$ cat src/rtl/pad_report_arbiter_pkg.sv
// Shared definitions for the pad report arbiter: FSM encoding and frame layout.
// Bit positions index the serializer vector, which shifts out MSB first.
package pad_arb_pkg;

   typedef enum logic [1:0] {
      IDLE  = 2'd0,
      SHIFT = 2'd1,
      GAP   = 2'd2,
      LAST  = 2'd3
   } arb_state_e;

   localparam int FRAME_LEN = 15;

   localparam int START     = 14;
   localparam int OWNER     = 13;
   localparam int COORD_MSB = 12;
   localparam int OP_MSB    = 4;
   localparam int PARITY    = 0;

   localparam logic [3:0] LAST_BIT = 4'(FRAME_LEN - 1);

endpackage

$ cat src/rtl/pad_report_arbiter_if.sv
// Requester/serial-line bundle between two pad reporters and the arbiter.
interface pad_report_arbiter_if;

   logic       enable;
   logic [1:0] req_valid;
   logic [7:0] req_coord0;
   logic [7:0] req_coord1;
   logic [3:0] req_op0;
   logic [3:0] req_op1;
   logic [1:0] req_ready;
   logic       tx_data;
   logic       tx_frame;
   logic       tx_owner;
   logic       busy;

   modport master (
      output enable, req_valid, req_coord0, req_coord1, req_op0, req_op1,
      input  req_ready, tx_data, tx_frame, tx_owner, busy
   );

   modport slave (
      input  enable, req_valid, req_coord0, req_coord1, req_op0, req_op1,
      output req_ready, tx_data, tx_frame, tx_owner, busy
   );

endinterface

$ cat src/rtl/pad_report_arbiter_shifter.sv
// Frame serializer: builds start/owner/coord/op/parity on load and shifts it
// out MSB first, zero-filling so the line idles low once the frame is gone.
module pad_frame_shifter
   import pad_arb_pkg::*;
(
   input  logic       clk,
   input  logic       rst,
   input  logic       load_i,
   input  logic       shift_i,
   input  logic       owner_i,
   input  logic [7:0] coord_i,
   input  logic [3:0] op_i,
   output logic       tx_data_o,
   output logic       last_bit_o
);

   logic [FRAME_LEN-1:0] frame;
   logic [FRAME_LEN-1:0] sr_q, sr_d;
   logic [3:0]           cnt_q, cnt_d;

   always_comb begin
      frame                  = '0;
      frame[START]           = 1'b1;
      frame[OWNER]           = owner_i;
      frame[COORD_MSB -: 8]  = coord_i;
      frame[OP_MSB -: 4]     = op_i;
      frame[PARITY]          = ^{owner_i, coord_i, op_i};
   end

   // Load wins over shift so a back-to-back grant replaces the drained frame.
   always_comb begin
      sr_d  = sr_q;
      cnt_d = cnt_q;
      if (load_i) begin
         sr_d  = frame;
         cnt_d = '0;
      end else if (shift_i) begin
         sr_d = {sr_q[FRAME_LEN-2:0], 1'b0};
         if (cnt_q != LAST_BIT) cnt_d = cnt_q + 4'd1;
      end
   end

   always_ff @(posedge clk or posedge rst) begin
      if (rst) begin
         sr_q  <= '0;
         cnt_q <= '0;
      end else begin
         sr_q  <= sr_d;
         cnt_q <= cnt_d;
      end
   end

   assign tx_data_o  = sr_q[FRAME_LEN-1];
   assign last_bit_o = (cnt_q == LAST_BIT);

endmodule

$ cat src/rtl/pad_report_arbiter.sv
// Two-player round-robin arbiter sharing one serial report line, with a
// programmable number of forced idle cycles between frames.
module pad_report_arbiter
   import pad_arb_pkg::*;
#(
   parameter int IDLE_GAP = 2
) (
   input logic                 clk,
   input logic                 reset,
   pad_report_arbiter_if.slave bus
);

   localparam logic [3:0] GAP_END = (IDLE_GAP == 0) ? 4'd0 : 4'(IDLE_GAP - 1);

   arb_state_e state_q;
   logic [3:0] gap_q;
   logic       last_q;
   logic       owner_q;
   logic       frame_q;
   logic [1:0] ready_q;

   logic       win;
   logic       grant_pt;
   logic       grant;
   logic       last_bit;
   logic       tx_data;
   logic [7:0] coord_sel;
   logic [3:0] op_sel;

   always_comb begin
      win = (&bus.req_valid) ? ~last_q : bus.req_valid[1];
      case (state_q)
         SHIFT:   grant_pt = last_bit && (IDLE_GAP == 0);
         GAP:     grant_pt = (gap_q == GAP_END);
         default: grant_pt = 1'b1;
      endcase
      grant     = grant_pt && bus.enable && (|bus.req_valid);
      coord_sel = win ? bus.req_coord1 : bus.req_coord0;
      op_sel    = win ? bus.req_op1    : bus.req_op0;
   end

   // last_q resets to 1 so requester 0 wins the first contention.
   always_ff @(posedge clk or posedge reset) begin
      if (reset) begin
         state_q <= IDLE;
         gap_q   <= '0;
         last_q  <= 1'b1;
         owner_q <= 1'b0;
         frame_q <= 1'b0;
         ready_q <= '0;
      end else begin
         ready_q <= '0;
         if (grant) begin
            last_q  <= win;
            owner_q <= win;
            ready_q <= win ? 2'b10 : 2'b01;
            frame_q <= 1'b1;
            gap_q   <= '0;
            state_q <= SHIFT;
         end else begin
            case (state_q)
               SHIFT: begin
                  if (last_bit) begin
                     frame_q <= 1'b0;
                     gap_q   <= '0;
                     state_q <= (IDLE_GAP == 0) ? IDLE : GAP;
                  end
               end
               GAP: begin
                  if (gap_q == GAP_END) state_q <= IDLE;
                  else                  gap_q   <= gap_q + 4'd1;
               end
               default: state_q <= IDLE;
            endcase
         end
      end
   end

   pad_frame_shifter u_shifter (
      .clk        (clk),
      .rst        (reset),
      .load_i     (grant),
      .shift_i    (state_q == SHIFT),
      .owner_i    (win),
      .coord_i    (coord_sel),
      .op_i       (op_sel),
      .tx_data_o  (tx_data),
      .last_bit_o (last_bit)
   );

   assign bus.req_ready = ready_q;
   assign bus.tx_data   = tx_data;
   assign bus.tx_frame  = frame_q;
   assign bus.tx_owner  = owner_q;
   assign bus.busy      = (state_q == SHIFT) || (state_q == GAP);

endmodule

$ cat src/flat_wrapper.sv
// flat-port wrapper written by rule: the top's interface ports become plain ports
module pad_report_arbiter_flat import pad_arb_pkg::*;
#(
   parameter int IDLE_GAP = 2
)
  (clk, reset, bus_enable, bus_req_valid, bus_req_coord0, bus_req_coord1, bus_req_op0, bus_req_op1, bus_req_ready, bus_tx_data, bus_tx_frame, bus_tx_owner, bus_busy);
  pad_report_arbiter_if bus_i ();
  input logic clk;
  input logic reset;
  input wire logic [$bits(bus_i.enable)-1:0] bus_enable;
  input wire logic [$bits(bus_i.req_valid)-1:0] bus_req_valid;
  input wire logic [$bits(bus_i.req_coord0)-1:0] bus_req_coord0;
  input wire logic [$bits(bus_i.req_coord1)-1:0] bus_req_coord1;
  input wire logic [$bits(bus_i.req_op0)-1:0] bus_req_op0;
  input wire logic [$bits(bus_i.req_op1)-1:0] bus_req_op1;
  output wire logic [$bits(bus_i.req_ready)-1:0] bus_req_ready;
  output wire logic [$bits(bus_i.tx_data)-1:0] bus_tx_data;
  output wire logic [$bits(bus_i.tx_frame)-1:0] bus_tx_frame;
  output wire logic [$bits(bus_i.tx_owner)-1:0] bus_tx_owner;
  output wire logic [$bits(bus_i.busy)-1:0] bus_busy;
  assign bus_i.enable = bus_enable;
  assign bus_i.req_valid = bus_req_valid;
  assign bus_i.req_coord0 = bus_req_coord0;
  assign bus_i.req_coord1 = bus_req_coord1;
  assign bus_i.req_op0 = bus_req_op0;
  assign bus_i.req_op1 = bus_req_op1;
  assign bus_req_ready = bus_i.req_ready;
  assign bus_tx_data = bus_i.tx_data;
  assign bus_tx_frame = bus_i.tx_frame;
  assign bus_tx_owner = bus_i.tx_owner;
  assign bus_busy = bus_i.busy;
  pad_report_arbiter #(.IDLE_GAP(IDLE_GAP)) u_core (.clk(clk), .reset(reset), .bus(bus_i));
endmodule
$ cat config.mk
export PLATFORM = sky130hd
export DESIGN_NAME = pad_report_arbiter_flat
export DESIGN_NICKNAME = d
export VERILOG_FILES = /design/src/rtl/pad_report_arbiter_pkg.sv /design/src/rtl/pad_report_arbiter_if.sv /design/src/rtl/pad_report_arbiter_shifter.sv /design/src/rtl/pad_report_arbiter.sv /design/src/flat_wrapper.sv
export SDC_FILE = /design/constraint.sdc
export NUM_CORES = 1
export LEC_CHECK = 0
export ABC_AREA = 1
export CORE_MARGIN = 8
export CORE_UTILIZATION = 30
export CTS_CLUSTER_DIAMETER = 40
export DETAILED_ROUTE_END_ITERATION = 12
export HOLD_SLACK_MARGIN = 0.05
export PLACE_DENSITY_LB_ADDON = 0.1
export SKIP_LAST_GASP = 1
export SLEW_MARGIN = 40
export SYNTH_ARGS = -nofsm -noshare
export SYNTH_HDL_FRONTEND = slang
export SYNTH_SLANG_ARGS = --single-unit
$ cat constraint.sdc
create_clock -name clk -period 1.8 [get_ports clk]
set_input_delay 0.54 -clock clk [delete_from_list [all_inputs] [get_ports clk]]
set_output_delay 0.54 -clock clk [all_outputs]
set_load 0.1 [all_outputs]
==> results of run 1 <==
final timing paths:
kind / from / endpoint / slack [ps]
worst max-delay path: u_core.state_q[1] / bus_busy / -6
worst min-delay path: u_core.u_shifter.cnt_q[3] / u_core.u_shifter.cnt_q[3] / 470
min in group asynchronous: reset / u_core.u_shifter.cnt_q[3] / 560
max in group asynchronous: reset / u_core.u_shifter.sr_q[13] / 990
worst min register to register: u_core.u_shifter.cnt_q[3] / u_core.u_shifter.cnt_q[3] / 470
worst max register to register: u_core.last_q / u_core.u_shifter.sr_q[0] / 110
power groups by stage:
stage | registers [mW] | clock network (mW) | logic, mW
final | 1.08 | 0.664 | 2.11
after global placement | 1.09 | 0 | 2.02
after global routing | 1.11 | 0.711 | 2.33
after CTS | 1.08 | 0.686 | 2.05
after detailed placement | 1.09 | 0 | 2.02
after floorplan | 1.26 | 0 | 1.11
layer usage:
metal	vias to the layer above	track usage (%)	share of wire (%)
met2	36	16.7	43
li1	1044	-	-
met1	856	13.6	52
met5	-	0	0
met4	0	4.62	1.7
met3	4	2.49	4.2
kinds of logic after synthesis:
kind of cell / Yosys count / share of synthesized area [%]
DFF: 30 / 38.1
adders and majority gates: 6 / 3.80
AOI/OAI and AO/OA: 36 / 12.3
buffers and inverters: 50 / 11.0
and+or+nand+nor: 161 / 34.8
repair_timing:
item / in CTS / in global routing
cloned: 1 / 0
buffers inserted: 1 / 4
endpoints found under the setup margin: 23 / 5
pin swaps: 1 / 2
resized for setup: 3 / 16
sequential cells by signal, summed over array words and instances (netlist names):
signal                  flops
u_core.u_shifter.sr_q      15
u_core.gap_q                4
u_core.state_q              2
u_core.bus.req_ready        2
u_core.u_shifter.cnt_q      4
u_core.bus.tx_frame         1
u_core.last_q               1
u_core.bus.tx_owner         1
cell usage in the layout, fill, tap and decap left out, drive strengths merged:
| cell type | synthesis | layout |
|---|---|---|
| bufinv | 0 | 1 |
| nand3b | 7 | 7 |
| nor2 | 7 | 7 |
| o31ai | 1 | 1 |
| clkdlybuf4s50 | 0 | 26 |
| o32ai | 1 | 1 |
| o21ai | 12 | 12 |
| nand3 | 19 | 19 |
| ha | 6 | 6 |
| o221ai | 12 | 12 |
| inv | 42 | 41 |
| a21oi | 6 | 6 |
| clkinvlp | 0 | 1 |
| dfstp | 1 | 1 |
| nand2 | 128 | 129 |
| dlymetal6s2s | 0 | 1 |
| o211ai | 3 | 3 |
| clkbuf | 1 | 6 |
| dfrtp | 29 | 29 |
| o22ai | 1 | 1 |
| clkinv | 0 | 2 |
| buf | 7 | 40 |
stage by stage:
stage | power, mW | util [%] | worst slack (ps)
finish | 3.85 | 45.0 | -5.72
global route | 4.15 | 45.0 | -50.0
CTS | 3.81 | 43.9 | -150
detailed placement | 3.11 | 41.9 | -540
global placement | 3.11 | 41.9 | -536
floorplan | 2.37 | - | -55.5
cell type report:
cell class                      count  area share [%]
Tap cell                           77            3.37
Clock inverter                      3            1.40
Sequential cell                    30            26.3
Timing Repair Buffer               68            23.7
Multi-Input combinational cell    204            37.1
Inverter                           42            5.65
Clock buffer                        5            2.41
worst max-delay path: cells and delay by family, from the launching register on:
kind | cells | cell delay (ps)
flip-flops | 1 | 430
buffers and inverters | 2 | 270
adder cells (fa/ha/maj) | 1 | 290
==> impl_metrics.env, run 1 <==
export IMPL_status="complete, but fails checks"
export IMPL_failed_checks="setup timing"
export IMPL_r2r_worst_path_cells=15
export IMPL_post_drt_via_cell_ratio=4.52
export IMPL_detail_route_wirelength_um=4960
export IMPL_synth_edf_count=0
export IMPL_detailedRoute_firstPassIterationCount=4
export IMPL_clock_tree_from_tritoncts="built"
export IMPL_clk_insertion_delay_late_ps=280
export IMPL_worst_slack_ps=-5.72
export IMPL_top_level_ports=35
export IMPL_remaining_drc_errors=0
export IMPL_synth_seq_area_share_pct=38.1
export IMPL_critPathLaunchType="flip-flop"
export IMPL_maxSlewHeadroom_pct=74.4
export IMPL_synthTopCellsByArea="sky130_fd_sc_hd__dfrtp_1 (37%), sky130_fd_sc_hd__nand2_1 (22%), sky130_fd_sc_hd__inv_1 (8.0%), sky130_fd_sc_hd__o221ai_1 (5.3%), sky130_fd_sc_hd__nand3_1 (4.8%)"
export IMPL_cells_on_worst_hold_path=1
export IMPL_die_area_um2=9440
export IMPL_placed_cells=415
export IMPL_grt_overflow_total=0
export IMPL_synth_fp_nets=318
export IMPL_rsz0062_at_grt="true"
export IMPL_synth_top_cell_area_share_pct=36.7
export IMPL_cts_hold_repair_buffers=0
export IMPL_place_gp_congestion=0.757
export IMPL_post_route_cells_drive_above_1_share_pct=21.6
export IMPL_cpMaxStageDelayCell="sky130_fd_sc_hd__dfrtp_1"
export IMPL_cpPeakStageDelay_ps=430
export IMPL_crit_chain="ha_4, clkinvlp_4, buf_12"
export IMPL_clock_power_share_pct=17.2
export IMPL_seq_power_share_pct=28.1
export IMPL_p_per_area_nw_per_um2=1350
export IMPL_die_w_um=97.2
export IMPL_cts_htree_levels=2
export IMPL_yosysUniqueCellTypes=23
export IMPL_worst_setup_path_end_kind="output pin"
export IMPL_hold_path_class="reg2reg"
export IMPL_total_switching_power_mw=1.65
export IMPL_synth_async_sr_flop_share_pct=100
export IMPL_synth_largest_area_cell="sky130_fd_sc_hd__dfrtp_1"
export IMPL_n_fill_cell=641
export IMPL_yosysWarnings=0
export IMPL_finish_cell_count_without_fillers=429
export IMPL_grt_pass1_wl_um=8550
export IMPL_postSynth_topFlopCell="sky130_fd_sc_hd__dfrtp_1"
export IMPL_place_port_buffers=34
export IMPL_grt_pass1_vias=1886
export IMPL_drv_max_cap_violation_count=0
export IMPL_critPathRequiredTime_ps=1260
export IMPL_syn_instance_count=283
export IMPL_maximum_number_of_pins_on_one_net_before_global_route_repair=20
export IMPL_grt_antenna_before_repair=0
export IMPL_via_count=1940
export IMPL_cts_sink_count=30
export IMPL_power_frac_comb_pct=54.7
export IMPL_power_switching_fraction_pct=42.9
export IMPL_intPower_mw=2.20
export IMPL_cts_buffer_count=5
export IMPL_detailed_place_area_um2=2660
export IMPL_report_final_slew_viol_count=0
export IMPL_multiInputGateArea_um2=1060
export IMPL_post_cts_clock_slew_at_the_launch_and_capture_registers_of_the_worst_setup_and_hold_paths_ps=60
export IMPL_floorplan_initialDensity_pct=31.1
export IMPL_fin_crit_ps=1810
export IMPL_synth_area_um2=1980
export IMPL_fp_coreArea_um2=6350
export IMPL_dp_final_hpwl_um=3730
export IMPL_antenna_diode_count=0
export IMPL_placementRows=29
export IMPL_period_share_pct=100
export IMPL_cts_path_max_buffers=2
export IMPL_die_height_um=97.2
export IMPL_p_leak_nw=1.49
export IMPL_setup_viol=1
export IMPL_post_drt_wl_per_cell_um=11.6
export IMPL_area_growth_pct=44.6
export IMPL_hold_worst_slack_ps=473
export IMPL_area_sequential_um2=752
export IMPL_timing_fmax_mhz=554
export IMPL_ys_seq_elements=30
export IMPL_peakVddDrop_mv=1.19
export IMPL_hold_viol_final=0
export IMPL_num_nets_final=386
export IMPL_skew_ps=9.43
export IMPL_crit_path_max_fanout=3
export IMPL_track_usage_pct=10.7
export IMPL_arrival_ps=1270
export IMPL_top_count_cell_post_synth="sky130_fd_sc_hd__nand2_1"
export IMPL_syn_mean_instance_area_um2=6.98
export IMPL_postRouteAntennaNets=0
export IMPL_tns_ps=-5.72
export IMPL_final_design_area_no_fill_um2=2860
export IMPL_critPathKind="reg2out"
export IMPL_yosys_top_cells_count="sky130_fd_sc_hd__nand2_1 (115), sky130_fd_sc_hd__inv_1 (42), sky130_fd_sc_hd__dfrtp_1 (29)"
export IMPL_drt_first_iter_violations=99
export IMPL_clockRootBuffer="sky130_fd_sc_hd__clkbuf_8"
export IMPL_timing_worst_slew_pin_value_ps=382
Power figures use the tool's default switching activity.
==> inputs of run 2 (changes only) <==
CORE_UTILIZATION = 53   (was 30)
==> run 2 against run 1 <==
  * Cell count decreased by 6.1%
  * Via count increased by 7.0%
  * Largest cell class unchanged
  * Worst setup slack got worse by 7.4 ps
  * The flow still finishes with violations (setup timing)
  * Combinational power increased by 11%
==> impl_metrics.env, run 2 (synthesis results as in run 1) <==
export IMPL_status="complete, but fails checks"
export IMPL_failed_checks="setup timing"
export IMPL_cts_sink_count=30
export IMPL_critPathKind="reg2out"
export IMPL_grt_pass1_vias=1959
export IMPL_cts_hold_repair_buffers=0
export IMPL_critPathLaunchType="flip-flop"
export IMPL_layout_cells_most_common="sky130_fd_sc_hd__nand2_1"
export IMPL_hold_path_class="reg2reg"
export IMPL_top_level_ports=35
export IMPL_area_growth_pct=50.9
export IMPL_postRouteAntennaNets=0
export IMPL_fin_crit_ps=1810
export IMPL_post_cts_clock_slew_at_the_launch_and_capture_registers_of_the_worst_setup_and_hold_paths_ps=50
export IMPL_die_w_um=77.1
export IMPL_detailed_place_area_um2=2630
export IMPL_remaining_drc_errors=0
export IMPL_cts_path_max_buffers=2
export IMPL_crit_chain="inv_2, ha_4, clkinvlp_4, buf_12"
export IMPL_timing_worst_slew_pin_value_ps=372
export IMPL_track_usage_pct=17.8
export IMPL_setup_viol=1
export IMPL_maximum_number_of_pins_on_one_net_before_global_route_repair=17
export IMPL_most_common_layout_cells="sky130_fd_sc_hd__nand2_1 (93), sky130_fd_sc_hd__inv_1 (39), sky130_fd_sc_hd__nand2_2 (30)"
export IMPL_clock_tree_from_tritoncts="built"
export IMPL_final_design_area_no_fill_um2=2980
export IMPL_worst_setup_path_end_kind="output pin"
export IMPL_grt_antenna_before_repair=0
export IMPL_post_drt_wl_per_cell_um=13.5
export IMPL_cpPeakStageDelay_ps=400
export IMPL_period_share_pct=101
export IMPL_report_final_slew_viol_count=0
export IMPL_num_nets_final=389
export IMPL_critPathRequiredTime_ps=1260
export IMPL_flip_flop_count_of_the_largest_register_after_layout=15
export IMPL_total_power_mw=3.98
export IMPL_regMostFlops="u_core.u_shifter.sr_q"
export IMPL_grt_overflow_total=0
export IMPL_maxSlewHeadroom_pct=75.1
export IMPL_clockRootBuffer="sky130_fd_sc_hd__clkbuf_8"
export IMPL_dp_final_hpwl_um=3740
export IMPL_largest_registers="u_core.u_shifter.sr_q (15), u_core.gap_q (4), u_core.u_shifter.cnt_q (4)"
export IMPL_place_port_buffers=34
export IMPL_peakVddDrop_mv=1.70
export IMPL_antenna_diode_count=0
export IMPL_drv_max_cap_violation_count=0
export IMPL_place_gp_congestion=0.820
export IMPL_crit_path_max_fanout=3
export IMPL_hold_viol_final=0
export IMPL_n_fill_cell=233
export IMPL_clk_insertion_delay_late_ps=280
export IMPL_via_count=2076
export IMPL_fp_coreArea_um2=3630
export IMPL_floorplan_initialDensity_pct=54.4
export IMPL_p_leak_nw=1.54
export IMPL_cts_buffer_count=5
export IMPL_placementRows=22
export IMPL_die_area_um2=5940
export IMPL_detailedRoute_firstPassIterationCount=4
export IMPL_hold_worst_slack_ps=476
export IMPL_worst_slack_ps=-13.2
export IMPL_die_height_um=77.1
export IMPL_pre_cts_ws_ps=-486
export IMPL_rsz0062_at_grt="true"
export IMPL_skew_ps=7.73
export IMPL_grt_pass1_wl_um=8750
export IMPL_cpMaxStageDelayCell="sky130_fd_sc_hd__dfrtp_1"
export IMPL_post_drt_via_cell_ratio=5.15
export IMPL_timing_fmax_mhz=552
export IMPL_arrival_ps=1270
export IMPL_p_per_area_nw_per_um2=1340
export IMPL_detail_route_wirelength_um=5430
export IMPL_post_route_cells_drive_above_1_share_pct=27.6
export IMPL_finish_utilization_pct=82.0
export IMPL_cts_htree_levels=2
export IMPL_drt_first_iter_violations=109
==> run 2: cell count changes in the layout (fill, tap and decap cells not counted), moves of 2 or more <==
| cell | before | now |
|---|---|---|
| sky130_fd_sc_hd__nand2_1 | 108 | 93 |
| sky130_fd_sc_hd__nand2_2 | 18 | 30 |
| sky130_fd_sc_hd__buf_4 | 30 | 28 |
| sky130_fd_sc_hd__clkbuf_1 | 0 | 2 |
| sky130_fd_sc_hd__clkbuf_16 | 0 | 2 |
| sky130_fd_sc_hd__clkinv_2 | 2 | 0 |
| sky130_fd_sc_hd__o21ai_1 | 3 | 1 |
| sky130_fd_sc_hd__o221ai_1 | 12 | 10 |
| sky130_fd_sc_hd__o221ai_2 | 0 | 2 |
==> run 2: worst paths after layout <==
| kind | from | to | slack [ps] | cells past startpoint |
|---|---|---|---|---|
| worst max-delay path | u_core.state_q[0] | bus_busy | -10 | 4 |
| worst min-delay path | u_core.u_shifter.cnt_q[3] | u_core.u_shifter.cnt_q[3] | 480 | 1 |
| worst max register to register | u_core.state_q[1] | u_core.u_shifter.sr_q[4] | 30 | 9 |
| worst min register to register | u_core.u_shifter.cnt_q[3] | u_core.u_shifter.cnt_q[3] | 480 | 1 |
| max in group asynchronous | reset | u_core.last_q | 790 | 3 |
| min in group asynchronous | reset | u_core.u_shifter.sr_q[3] | 520 | 2 |
==> run 2: worst max-delay path: cells and delay by family, from the launching register on <==
| kind | cells | cell delay [ps] |
|---|---|---|
| buffers and inverters | 3 | 320 |
| flip-flops | 1 | 400 |
| adder cells (fa/ha/maj) | 1 | 270 |
==> run 2: per-stage QoR <==
stage	TNS (ps)	std cells
after floorplan	-61.9	283
after global placement	-9610	385
after detailed placement	-10690	385
after CTS	-24.6	396
after global routing	-142	403
final	-13.2	403
==> run 2: cell type report <==
class	count	area (µm²)	area share [%]
clock buffer	8	90.1	3.02
inverter	42	161	5.42
multi-input combinational	203	1140	38.3
sequential	30	752	25.2
tap	48	60.1	2.02
timing repair buffer	72	776	26.0
==> run 2: metal layers <==
metal	routed length (µm)	track usage, %	vias up	share of wire (%)
met5	0	0	-	0
met3	259	4.55	8	4.8
met4	96	7.92	0	1.8
met1	2380	21.4	967	44
li1	-	-	1046	-
met2	2690	29.1	55	50
==> run 2: report_power, final <==
part	internal (mW)	switching (mW)	total, mW
logic	0.988	1.36	2.34
registers	0.929	0.162	1.09
clock network	0.311	0.235	0.546
==> run 2: timing repair <==
action	in CTS	in global routing
pin swaps	1	15
hold endpoints to repair	0	0
gates cloned	2	2
setup buffers	1	5
resized for setup	8	39
endpoints found under the setup margin	25	21
